<file path="config.mk">
export PLATFORM = sky130hd
export DESIGN_NAME = ldpc_row_accumulator
export DESIGN_NICKNAME = d
export VERILOG_FILES = /design/src/rtl/ldpc_pkg.sv /design/src/rtl/ldpc_row_accumulator.sv
export SDC_FILE = /design/constraint.sdc
export NUM_CORES = 1
export LEC_CHECK = 0
export CAP_MARGIN = 30
export CELL_PAD_IN_SITES_DETAIL_PLACEMENT = 0
export CELL_PAD_IN_SITES_GLOBAL_PLACEMENT = 1
export CORE_ASPECT_RATIO = 1.1
export CORE_UTILIZATION = 43
export DETAILED_ROUTE_END_ITERATION = 10
export PLACE_DENSITY = 0.88
export REMOVE_ABC_BUFFERS = 1
export SLEW_MARGIN = 5
export SYNTH_ARGS = -nofsm -noshare
export SYNTH_HDL_FRONTEND = slang
export SYNTH_SLANG_ARGS = --single-unit
export TNS_END_PERCENT = 20
</file>
<file path="constraint.sdc">
create_clock -name CLK -period 5.2 [get_ports CLK]
set_input_delay 1.56 -clock CLK [delete_from_list [all_inputs] [get_ports CLK]]
set_output_delay 1.56 -clock CLK [all_outputs]
set_load 0.005 [all_outputs]
</file>
<file path="src/rtl/ldpc_pkg.sv">
// Shared types for the LDPC encoder datapath: row-accumulator FSM states and default sub-block width.
// Latency: none (declarations only).
// Backpressure: not applicable.
package ldpc_pkg;

    localparam int MAXZ_DEFAULT = 81;

    typedef enum logic [1:0] {
        IDLE  = 2'd0,
        ACCUM = 2'd1,
        HOLD  = 2'd2
    } state_t;

endpackage

</file>
<file path="src/rtl/ldpc_row_accumulator.sv">
// XORs the rotated sub-blocks of one base-matrix row into a single parity sub-block.
// Latency: result valid 1 clock after the last beat of the row; back-to-back rows need no bubble.
// Backpressure: result held in HOLD until out_ready; beats or starts arriving when they cannot be used are dropped and flagged on drop_err.
module ldpc_row_accumulator
    import ldpc_pkg::*;
#(
    parameter int MAXZ      = MAXZ_DEFAULT,
    parameter int MAX_TERMS = 24,
    localparam int CW       = $clog2(MAX_TERMS + 1)
) (
    input  logic            CLK,
    input  logic            rst,
    input  logic            start,
    input  logic [CW-1:0]   num_terms,
    input  logic            valid_in,
    input  logic [MAXZ-1:0] in_data,
    input  logic            out_ready,
    output logic [MAXZ-1:0] out_data,
    output logic            valid_out,
    output logic            busy,
    output logic            drop_err
);

    state_t          state_q, state_d;
    logic [MAXZ-1:0] acc_q, acc_d;
    logic [CW-1:0]   cnt_q, cnt_d;
    logic [CW-1:0]   tgt_q, tgt_d;
    logic [MAXZ-1:0] out_data_q, out_data_d;
    logic            valid_out_q, valid_out_d;
    logic            drop_err_q, drop_err_d;

    logic            start_ok;
    logic            hs;
    logic            launch;
    logic [CW-1:0]   cnt_inc;
    logic [MAXZ-1:0] acc_next;

    // cnt stays below tgt while accumulating, so cnt_inc never exceeds MAX_TERMS and fits in CW bits.
    assign start_ok = (num_terms != '0) && (num_terms <= CW'(MAX_TERMS));
    assign hs       = valid_out_q && out_ready;
    assign launch   = start && start_ok && ((state_q == IDLE) || ((state_q == HOLD) && hs));
    assign cnt_inc  = cnt_q + CW'(1);
    assign acc_next = acc_q ^ in_data;

    // Next-state logic: per-state accumulate/hold/drop handling, then a shared row-launch override.
    always_comb begin
        state_d     = state_q;
        acc_d       = acc_q;
        cnt_d       = cnt_q;
        tgt_d       = tgt_q;
        out_data_d  = out_data_q;
        valid_out_d = valid_out_q;
        drop_err_d  = 1'b0;

        unique case (state_q)
            IDLE: begin
                if (start && !start_ok) begin
                    drop_err_d = 1'b1;
                end else if (valid_in && !start) begin
                    drop_err_d = 1'b1;
                end
            end
            ACCUM: begin
                if (start) begin
                    drop_err_d = 1'b1;
                end
                if (valid_in) begin
                    acc_d = acc_next;
                    cnt_d = cnt_inc;
                    if (cnt_inc == tgt_q) begin
                        state_d     = HOLD;
                        out_data_d  = acc_next;
                        valid_out_d = 1'b1;
                    end
                end
            end
            HOLD: begin
                if (!hs) begin
                    if (start || valid_in) begin
                        drop_err_d = 1'b1;
                    end
                end else begin
                    state_d     = IDLE;
                    acc_d       = '0;
                    cnt_d       = '0;
                    valid_out_d = 1'b0;
                    if (start && !start_ok) begin
                        drop_err_d = 1'b1;
                    end else if (valid_in && !start) begin
                        drop_err_d = 1'b1;
                    end
                end
            end
            default: begin
                state_d = IDLE;
            end
        endcase

        // A beat presented with start counts as term 1; a one-term row goes straight to HOLD.
        if (launch) begin
            tgt_d       = num_terms;
            valid_out_d = 1'b0;
            if (valid_in) begin
                acc_d = in_data;
                cnt_d = CW'(1);
                if (num_terms == CW'(1)) begin
                    state_d     = HOLD;
                    out_data_d  = in_data;
                    valid_out_d = 1'b1;
                end else begin
                    state_d = ACCUM;
                end
            end else begin
                acc_d   = '0;
                cnt_d   = '0;
                state_d = ACCUM;
            end
        end
    end

    // State and datapath registers with synchronous reset that discards any row in flight.
    always_ff @(posedge CLK) begin
        if (rst) begin
            state_q     <= IDLE;
            acc_q       <= '0;
            cnt_q       <= '0;
            tgt_q       <= '0;
            out_data_q  <= '0;
            valid_out_q <= 1'b0;
            drop_err_q  <= 1'b0;
        end else begin
            state_q     <= state_d;
            acc_q       <= acc_d;
            cnt_q       <= cnt_d;
            tgt_q       <= tgt_d;
            out_data_q  <= out_data_d;
            valid_out_q <= valid_out_d;
            drop_err_q  <= drop_err_d;
        end
    end

    assign out_data  = out_data_q;
    assign valid_out = valid_out_q;
    assign busy      = (state_q != IDLE);
    assign drop_err  = drop_err_q;

endmodule

</file>
==> results of run 1 <==
worst max path at each step:
stage	endpoint	cells after the start	slack, ns	startpoint
floorplan	acc_q[79]	6	-0.53	num_terms[0]
global placement	acc_q[35]	8	0.68	num_terms[0]
detailed placement	out_data[12]	8	0.88	num_terms[4]
CTS	out_data[12]	8	1.33	num_terms[4]
global route	out_data[67]	8	1.17	num_terms[4]
finish	out_data[26]	8	1.34	num_terms[4]
Yosys cell counts, drive strengths merged, types with 3 or more instances:
cell	instances	area share (%)
or2	5	0.31
nand3b	82	6.2
nand2	3	0.11
nor2b	3	0.19
nand4b	82	7.2
nor3	4	0.31
buf	33	1.9
o22ai	82	5.2
a21oi	89	4.5
o21ai	87	4.4
dfxtp	176	35
clkbuf	111	4.2
nand3	85	4.3
nor2	100	3.8
inv	3	0.11
mux2i	5	0.50
and3	83	5.2
xnor2	4	0.35
a41oi	81	7.1
a32oi	81	7.1
sequential cells by signal (all words and copies together) (netlist names):
register,cells
acc_q,81
cnt_q,5
drop_err,1
out_data,81
state_q,2
tgt_q,5
valid_out,1
final cells by class:
class / instances / area, um^2 / share of cell area (%)
timing repair buffer: 198 / 2040 / 16.5
antenna: 2 / 5.00 / 0.0403
clock inverter: 13 / 161 / 1.30
multi-input combinational: 893 / 5850 / 47.1
sequential: 176 / 3520 / 28.4
inverter: 3 / 11.3 / 0.0908
tap: 300 / 375 / 3.03
clock buffer: 18 / 439 / 3.54
per-layer routing:
layer	up-vias	track usage (%)	part of all wire [%]
met2	331	42.2	47
met3	37	4.27	5.5
li1	4978	-	-
met5	-	0	0
met4	0	8.76	1.8
met1	5109	35.1	46
worst register-to-register path, cell delays in order, from the launching register on:
cell and delay (ns):
sky130_fd_sc_hd__dfxtp_1 0.44, sky130_fd_sc_hd__ha_1 0.30, sky130_fd_sc_hd__nand3_1 0.13, sky130_fd_sc_hd__nor2_1 0.14
sky130_fd_sc_hd__o2111ai_2 0.25, sky130_fd_sc_hd__nor2_4 0.80, sky130_fd_sc_hd__buf_4 0.48, sky130_fd_sc_hd__nand4b_1 0.14
sky130_fd_sc_hd__a41oi_1 0.22
report_power, final:
group,internal (W),switching (W),leakage [nW]
Clock,0.000768,0.000575,0.285
Sequential,0.00149,0.000127,1.43
Combinational,0.000523,0.000633,2.19
stage by stage:
stage	power [W]	worst slack [ns]	hold WS (ns)	utilization (%)	cell area, um^2
final	0.00412	1.34	0.523	54.4	12400
after global routing	0.00432	1.17	0.548	54.4	12400
after CTS	0.00413	1.33	0.524	54.4	12400
after detailed placement	0.00279	0.876	0.514	51.8	11800
after global placement	0.00275	0.682	0.503	51.6	11800
after floorplan	0.00226	-0.533	0.475	-	9340
kinds of logic after synthesis:
kind of cell             count (synthesis)  share of synthesized area [%]
adder cells (fa/ha/maj)                  1                          0.126
AND/OR/NAND/NOR                        452                           28.0
flip-flops                             176                           35.4
multiplexers                             5                          0.503
AO/OA/AOI/OAI                          430                           29.3
XOR/XNOR                                 5                          0.440
buffers and inverters                  147                           6.19
==> impl.org, run 1 <==
** GRT
- Total global-route track usage :: 26.1%
- Total overflow reported by the global router :: 0
- First-pass GRT wire length :: between 50000 and 60000 um
- Maximum number of pins on one net before global-route repair :: between 100 and 150
- Number of global-route vias before repair :: approximately 9500
- The initial antenna violation count was 2.

** Clock tree
- Buffers inserted during clock tree synthesis total 17.
- The tree is rooted in a sky130_fd_sc_hd__clkbuf_16.
- Resize count post-CTS :: 0
- CTS max path bufs :: 2
- Clock slew at reported path FFs :: about 0.070 ns
- After clock tree synthesis, the flow added hold-fix buffers numbering 0.
- The later pin in the worst-skew pair is clocked with a latency of about 0.44 ns.
- Post CTS Setup Buffer Count :: 0
- TritonCTS clock tree :: done
- The clock tree synthesis step divided the H-tree into 4 levels.
- Counting every sink on the clock net gives 176.

** Timing
- For the pin with the worst max-slew slack, the measured transition is roughly 0.94 ns.
- Setup violations remaining at the end of the flow were counted as 0.
- Based on the critical path, the design can be clocked at up to ~260 MHz.
- Post-Route Setup TNS :: 0 ns
- Final-report hold violation count :: 0
- Max-slew headroom at the worst pin :: a little under two fifths
- Between clock sinks in the finished design, the worst skew comes to between 0.01 and 0.015 ns.
- Share of the cycle needed by the critical path after routing :: 74.2%
- RSZ-0062 raised after global routing :: false
- Max-slew violation total from the final report :: 0
- Minimum clock period :: between 3 and 4 ns

** Floorplanning
- The region available for standard cell placement spans between 20000 and 25000 um^2.
- Starting Density :: a little over two fifths
- The die is between 150 and 200 um tall.
- For this design the top-level I/O count stands at between 150 and 200.
- FP Rows :: 58
- Total Die Area :: 23700 um^2
- Floorplan die width :: ~150 um

** Synth
- Leading register cell type out of synthesis :: sky130_fd_sc_hd__dfxtp_1
- Mean Syn Cell Area :: roughly 8.2 um^2
- Sequential cells were found to cover a little over a third of the synthesized design area.
- Synthesized instance count :: roughly 1200
- Flops & latches, synth :: between 150 and 200
- Counting flops with an async set or reset pin after synthesis yields a share of 0%.
- Number of enable-type register cells in the synthesized netlist :: 0
- Number of distinct library cells after synthesis :: 43
- Count of synthesis-stage warnings from yosys :: 0
- The synthesized netlist occupies a cell area of 9950 um^2.

** Routing
- Count of unresolved DRC violations after routing :: 0
- Detailed Route WL :: roughly 32000 um
- The detailed router finished its first iteration with about 950 violations.
- Post-route antenna net violation count :: 0
- Ratio of routed vias to standard cells :: between 6 and 7
- For this run, the detailed router's first-pass iteration total came to 5.
- After detailed routing, the average wire length per cell comes to ~20 um.
- Across all layers, the routed design uses ~10000 vias.

** Finish
- After filler insertion, the fill cell instance count of the layout stands at between 2000 and 2500.
- Area Overhead vs Synth :: 24.7%
- The top cell types in the final layout, fill and taps aside, are sky130_fd_sc_hd__dfxtp_1, sky130_fd_sc_hd__clkdlybuf4s50_1, sky130_fd_sc_hd__nor2_1, sky130_fd_sc_hd__a21oi_1, sky130_fd_sc_hd__o21ai_0.
- Cell Count, Final, Fillers Out :: between 1500 and 2000
- The library cell used most frequently in the layout, excluding fill and tap cells, is sky130_fd_sc_hd__dfxtp_1.
- Total number of nets in the final design :: 1381
- Share of layout cells above drive strength 1 :: 5.53%

** Worst hold path
- The worst hold path belongs to the class register to register.
- The worst hold path passes through 2 cells.
- Origin of the worst min-delay path :: out_data[36]
- The path with the worst hold slack has its endpoint at out_data[36].

** Pwr
- In this run the static leakage power is around 4 nW.
- Dividing total power by cell area gives a power density of 332 nW/um^2.
- Peak VDD IR :: 0.000207 V

** Critical path
- At the worst endpoint, the arrival time is 4.14 ns.
- Cell family with the largest share of critical-path delay :: simple AND/OR/NAND/NOR gates
- The worst register-to-register path begins at cnt_q[0].
- Top fanout value on the critical path :: 87
- The critical path goes through clkdlybuf4s50_1, nor4_1, nand3_1, or2_4, buf_4, and3_1, a21oi_1, a41oi_1.
- In this run the critical register-to-register path is captured at out_data[65].
- Together, buffers and inverters on the worst path number 2.
- Measured in cells, the most critical reg-to-reg path has a length of 8.
- Required time at the endpoint of the critical path :: approximately 5.5 ns
- Worst R2R Setup Slack :: about 2.2 ns
- For this design, the slowest cell found on the critical path is sky130_fd_sc_hd__or2_4.
- Startpoint type of the worst setup path :: input pin
- The critical path in this run is classified as input pin to register.
- CP max stage delay :: approximately 0.59 ns
- STA classifies the critical path endpoint as a register.

** Placement
- Global placement routability congestion :: 0.798
- Number of placed instances, taps included :: roughly 1600
- Summed over all nets, the half-perimeter wirelength after detailed placement is 18000 um.
- Number of buffers inserted by port buffering :: around 170

** Job
- Across the run, the number of max-cap violations was 0.

** Status
- The flow ran to the end, and the final reports show no timing, DRC or antenna violations.
(Power assumes the default switching activity.)
==> run 2, diff against run 1 <==
--- a/config.mk
+++ b/config.mk
@@ -9,9 +9,9 @@
 export CELL_PAD_IN_SITES_DETAIL_PLACEMENT = 0
 export CELL_PAD_IN_SITES_GLOBAL_PLACEMENT = 1
 export CORE_ASPECT_RATIO = 1.1
-export CORE_UTILIZATION = 43
+export CORE_UTILIZATION = 36
 export DETAILED_ROUTE_END_ITERATION = 10
-export PLACE_DENSITY = 0.88
+export PLACE_DENSITY = 0.78
 export REMOVE_ABC_BUFFERS = 1
 export SLEW_MARGIN = 5
 export SYNTH_ARGS = -nofsm -noshare
==> constraint.sdc (replaced) <==
create_clock -name CLK -period 3.5 [get_ports CLK]
set_input_delay 1.05 -clock CLK [delete_from_list [all_inputs] [get_ports CLK]]
set_output_delay 1.05 -clock CLK [all_outputs]
set_load 0.005 [all_outputs]
==> run 2 against run 1 <==
Sequential power increased by 49%. Global-route usage fell by 3.6 points. Power up 46%. Register-to-register slack worse by 1.2 ns. Cell count is 3.9% higher. Non-clock buffer count up 6. Design area is 1.2% higher. Critical path depth is 1 higher. Combinational power rose by 49%. Count of clock-buffer cells in the layout unchanged. Largest power group unchanged.
==> impl.org, run 2 (synthesis gave the netlist of run 1 again) <==
** Floorplanning
- Core area :: 27000 um^2
- The die covers approximately 28000 um^2.
- In this run the vertical extent of the chip is between 150 and 200 um.
- In this run the count of I/O pins placed on the die edge is roughly 180.
- Once the floorplan was initialized, standard cells occupied between 30% and 40% of the core.
- Floorplan die width :: about 160 um
- FP Rows :: 63

** Routing
- In this run the remaining antenna-violating nets after routing total 0.
- Dividing the detail-routed wire length by the instance count gives slightly below 20 um.
- After detailed routing, the number of remaining DRC violations is 0.
- For this block, the initial DRC count from the detailed router was 961.
- The final route contains between 10000 and 15000 vias.
- For this block, the routed nets add up to around 33000 um of wire.
- For this run, the detailed router's first-pass iteration total came to 5.
- Dividing the detail-routed via count by the number of cells gives 6.28.

** Critical path
- Startpoint of the most critical register-to-register path :: cnt_q[0]
- CP max stage delay :: ~0.51 ns
- The worst setup path is launched from an input pin.
- Cells traversed along the worst timing path :: clkdlybuf4s50_1, o311ai_1, o211ai_2, buf_4, o211ai_4, buf_12, o21ai_0, a32oi_1, nor2_1
- Required time at the endpoint of the critical path :: 3.80 ns
- Data on the critical path arrives at its endpoint at approximately 3.3 ns.
- By startpoint and endpoint, the worst setup path is classified as input pin to register.
- Top fanout value on the critical path :: 80
- Worst Setup End Kind :: register
- Worst Reg-to-Reg Cells :: 8
- The most critical setup path has its startpoint at num_terms[0].
- Among all stages on the critical path, the largest delay is contributed by sky130_fd_sc_hd__clkdlybuf4s50_1.

** Timing
- Smallest hold slack :: about 0.52 ns
- Headroom to the max-slew limit came out at a little under 60%.
- Final Setup Violations :: 0
- Setup slack closes at about 0.53 ns.
- Max-slew violation total from the final report :: 0
- RSZ-0062 raised after global routing :: false
- Minimum clock period :: roughly 3.0 ns
- The final critical path takes up 84.7% of the cycle.
- The count of final hold-check violations was 0.
- Based on the critical path, the design can be clocked at up to roughly 340 MHz.
- Pin slew with the least headroom to its limit :: between 0.6 and 0.7 ns
- Across the routed clock network, the largest skew measured is approximately 0.018 ns.

** Placement
- Routability-driven placement finished with a final weighted congestion of about 0.76.
- Number of buffers inserted by port buffering :: between 150 and 200
- At the placement stage, the worst setup path has a slack of 0.124 ns.
- The wire-length estimate of the detail-placed layout is between 15000 and 20000 um.

** Worst hold path
- Number of instances on the worst hold path :: 2
- The tightest min-delay check is of the register to register type.
- In this run the most critical hold path is launched from out_data[73].

** Clock tree
- Insertion delay to the later sink of the worst-skew pair :: around 0.44 ns
- Resize count post-CTS :: 0
- The number of hold buffers added after CTS was 0.
- Counting the buffers created by CTS gives 17.
- The number of setup buffers added after CTS is 0.
- In this run the number of H-tree levels came out at 4.
- CTS max path bufs :: 2
- TritonCTS built the clock tree.
- Clock slew at reported path FFs :: around 0.080 ns
- Counting every sink on the clock net gives between 150 and 200.
- Root Buffer :: sky130_fd_sc_hd__clkbuf_16

** Job
- Max-cap violations :: 0

** Finish
- Total number of nets in the final design :: between 1000 and 1500
- The library cell used most frequently in the layout, excluding fill and tap cells, is sky130_fd_sc_hd__dfxtp_1.
- Share of layout cells above drive strength 1 :: 6.04%
- The library cells used most frequently in the layout, excluding fill and tap cells, are sky130_fd_sc_hd__dfxtp_1, sky130_fd_sc_hd__clkdlybuf4s50_1, sky130_fd_sc_hd__nor2_1, sky130_fd_sc_hd__a21oi_1, sky130_fd_sc_hd__o21ai_0.
- Area Overhead vs Synth :: 26.3%

** GRT
- Number of global-route vias before repair :: ~9400
- The first global-routing pass estimated roughly 52000 um of wire.
- Entering global routing, the biggest net connects 89 pins.
- For this run, global-route usage on met2 was measured as 36.2%.
- Antenna violations before repair :: 2
- The total overflow left after global routing is 0.
- Met3 Use GR :: 3.88%
- For this run, global-route usage on met1 was measured as a little under a third.
- Global routing used between 20% and 30% of the available tracks.
- The global routing stage identified its most utilized layer as met2.

** Pwr
- Peak VDD IR :: approximately 0.00030 V
- Pwr per Cell Area :: ~480 nW/um^2
- Leakage :: slightly below 4 nW

** Status
- The run finished with clean final reports.
## run 2: cell count changes in the layout (fill, tap and decap cells not counted), sizes merged
| cell | delta |
|---|---|
| clkinv | -2 |
| bufinv | -3 |
| clkinvlp | +1 |
| diode | -1 |
| inv | +5 |
| buf | +6 |
## run 2: area by class of cell
cell class                 instances  area, um^2
fill                            2640       14500
multi-input combinational        893        5850
sequential                       176        3520
timing repair buffer             204        2170
tap                              357         447
clock buffer                      18         439
clock inverter                    14         120
inverter                           3        11.3
antenna                            1        2.50
## run 2: critical path, delay by kind of cell
kind                   cells  cell delay [ns]
AO/OA/AOI/OAI              5             1.08
buffers and inverters      3             1.00
AND/OR/NAND/NOR            1             0.06
## run 2: final timing paths
path         slack, ns      endpoint
min reg2reg       0.52  out_data[73]
min               0.52  out_data[73]
max reg2reg       1.00   out_data[4]
max               0.53     acc_q[42]
## run 2: through the flow
stage	power [W]	std cells	util, %	instance area [um^2]	TNS [ns]
floorplan	0.00336	1072	-	9340	-237.73
global placement	0.00413	1633	44.4	12000	0
detailed placement	0.00417	1633	44.4	12000	0
CTS	0.00603	1665	46.4	12600	0
global route	0.00631	1666	46.5	12600	0
finish	0.00600	1666	46.5	12600	0
## run 2: where the power goes
group / internal, W / switching, W
sequential: 0.00222 / 0.000189
combinational: 0.000792 / 0.000938
clock: 0.000952 / 0.000907
total: 0.00396 / 0.00203
## run 2: metal layers
layer | wire, um | share of wire (%) | vias up
li1 | - | - | 4998
met1 | 14900 | 46 | 5059
met2 | 15300 | 47 | 377
met3 | 1860 | 5.7 | 34
met4 | 563 | 1.7 | 2
met5 | 13 | 0.040 | -
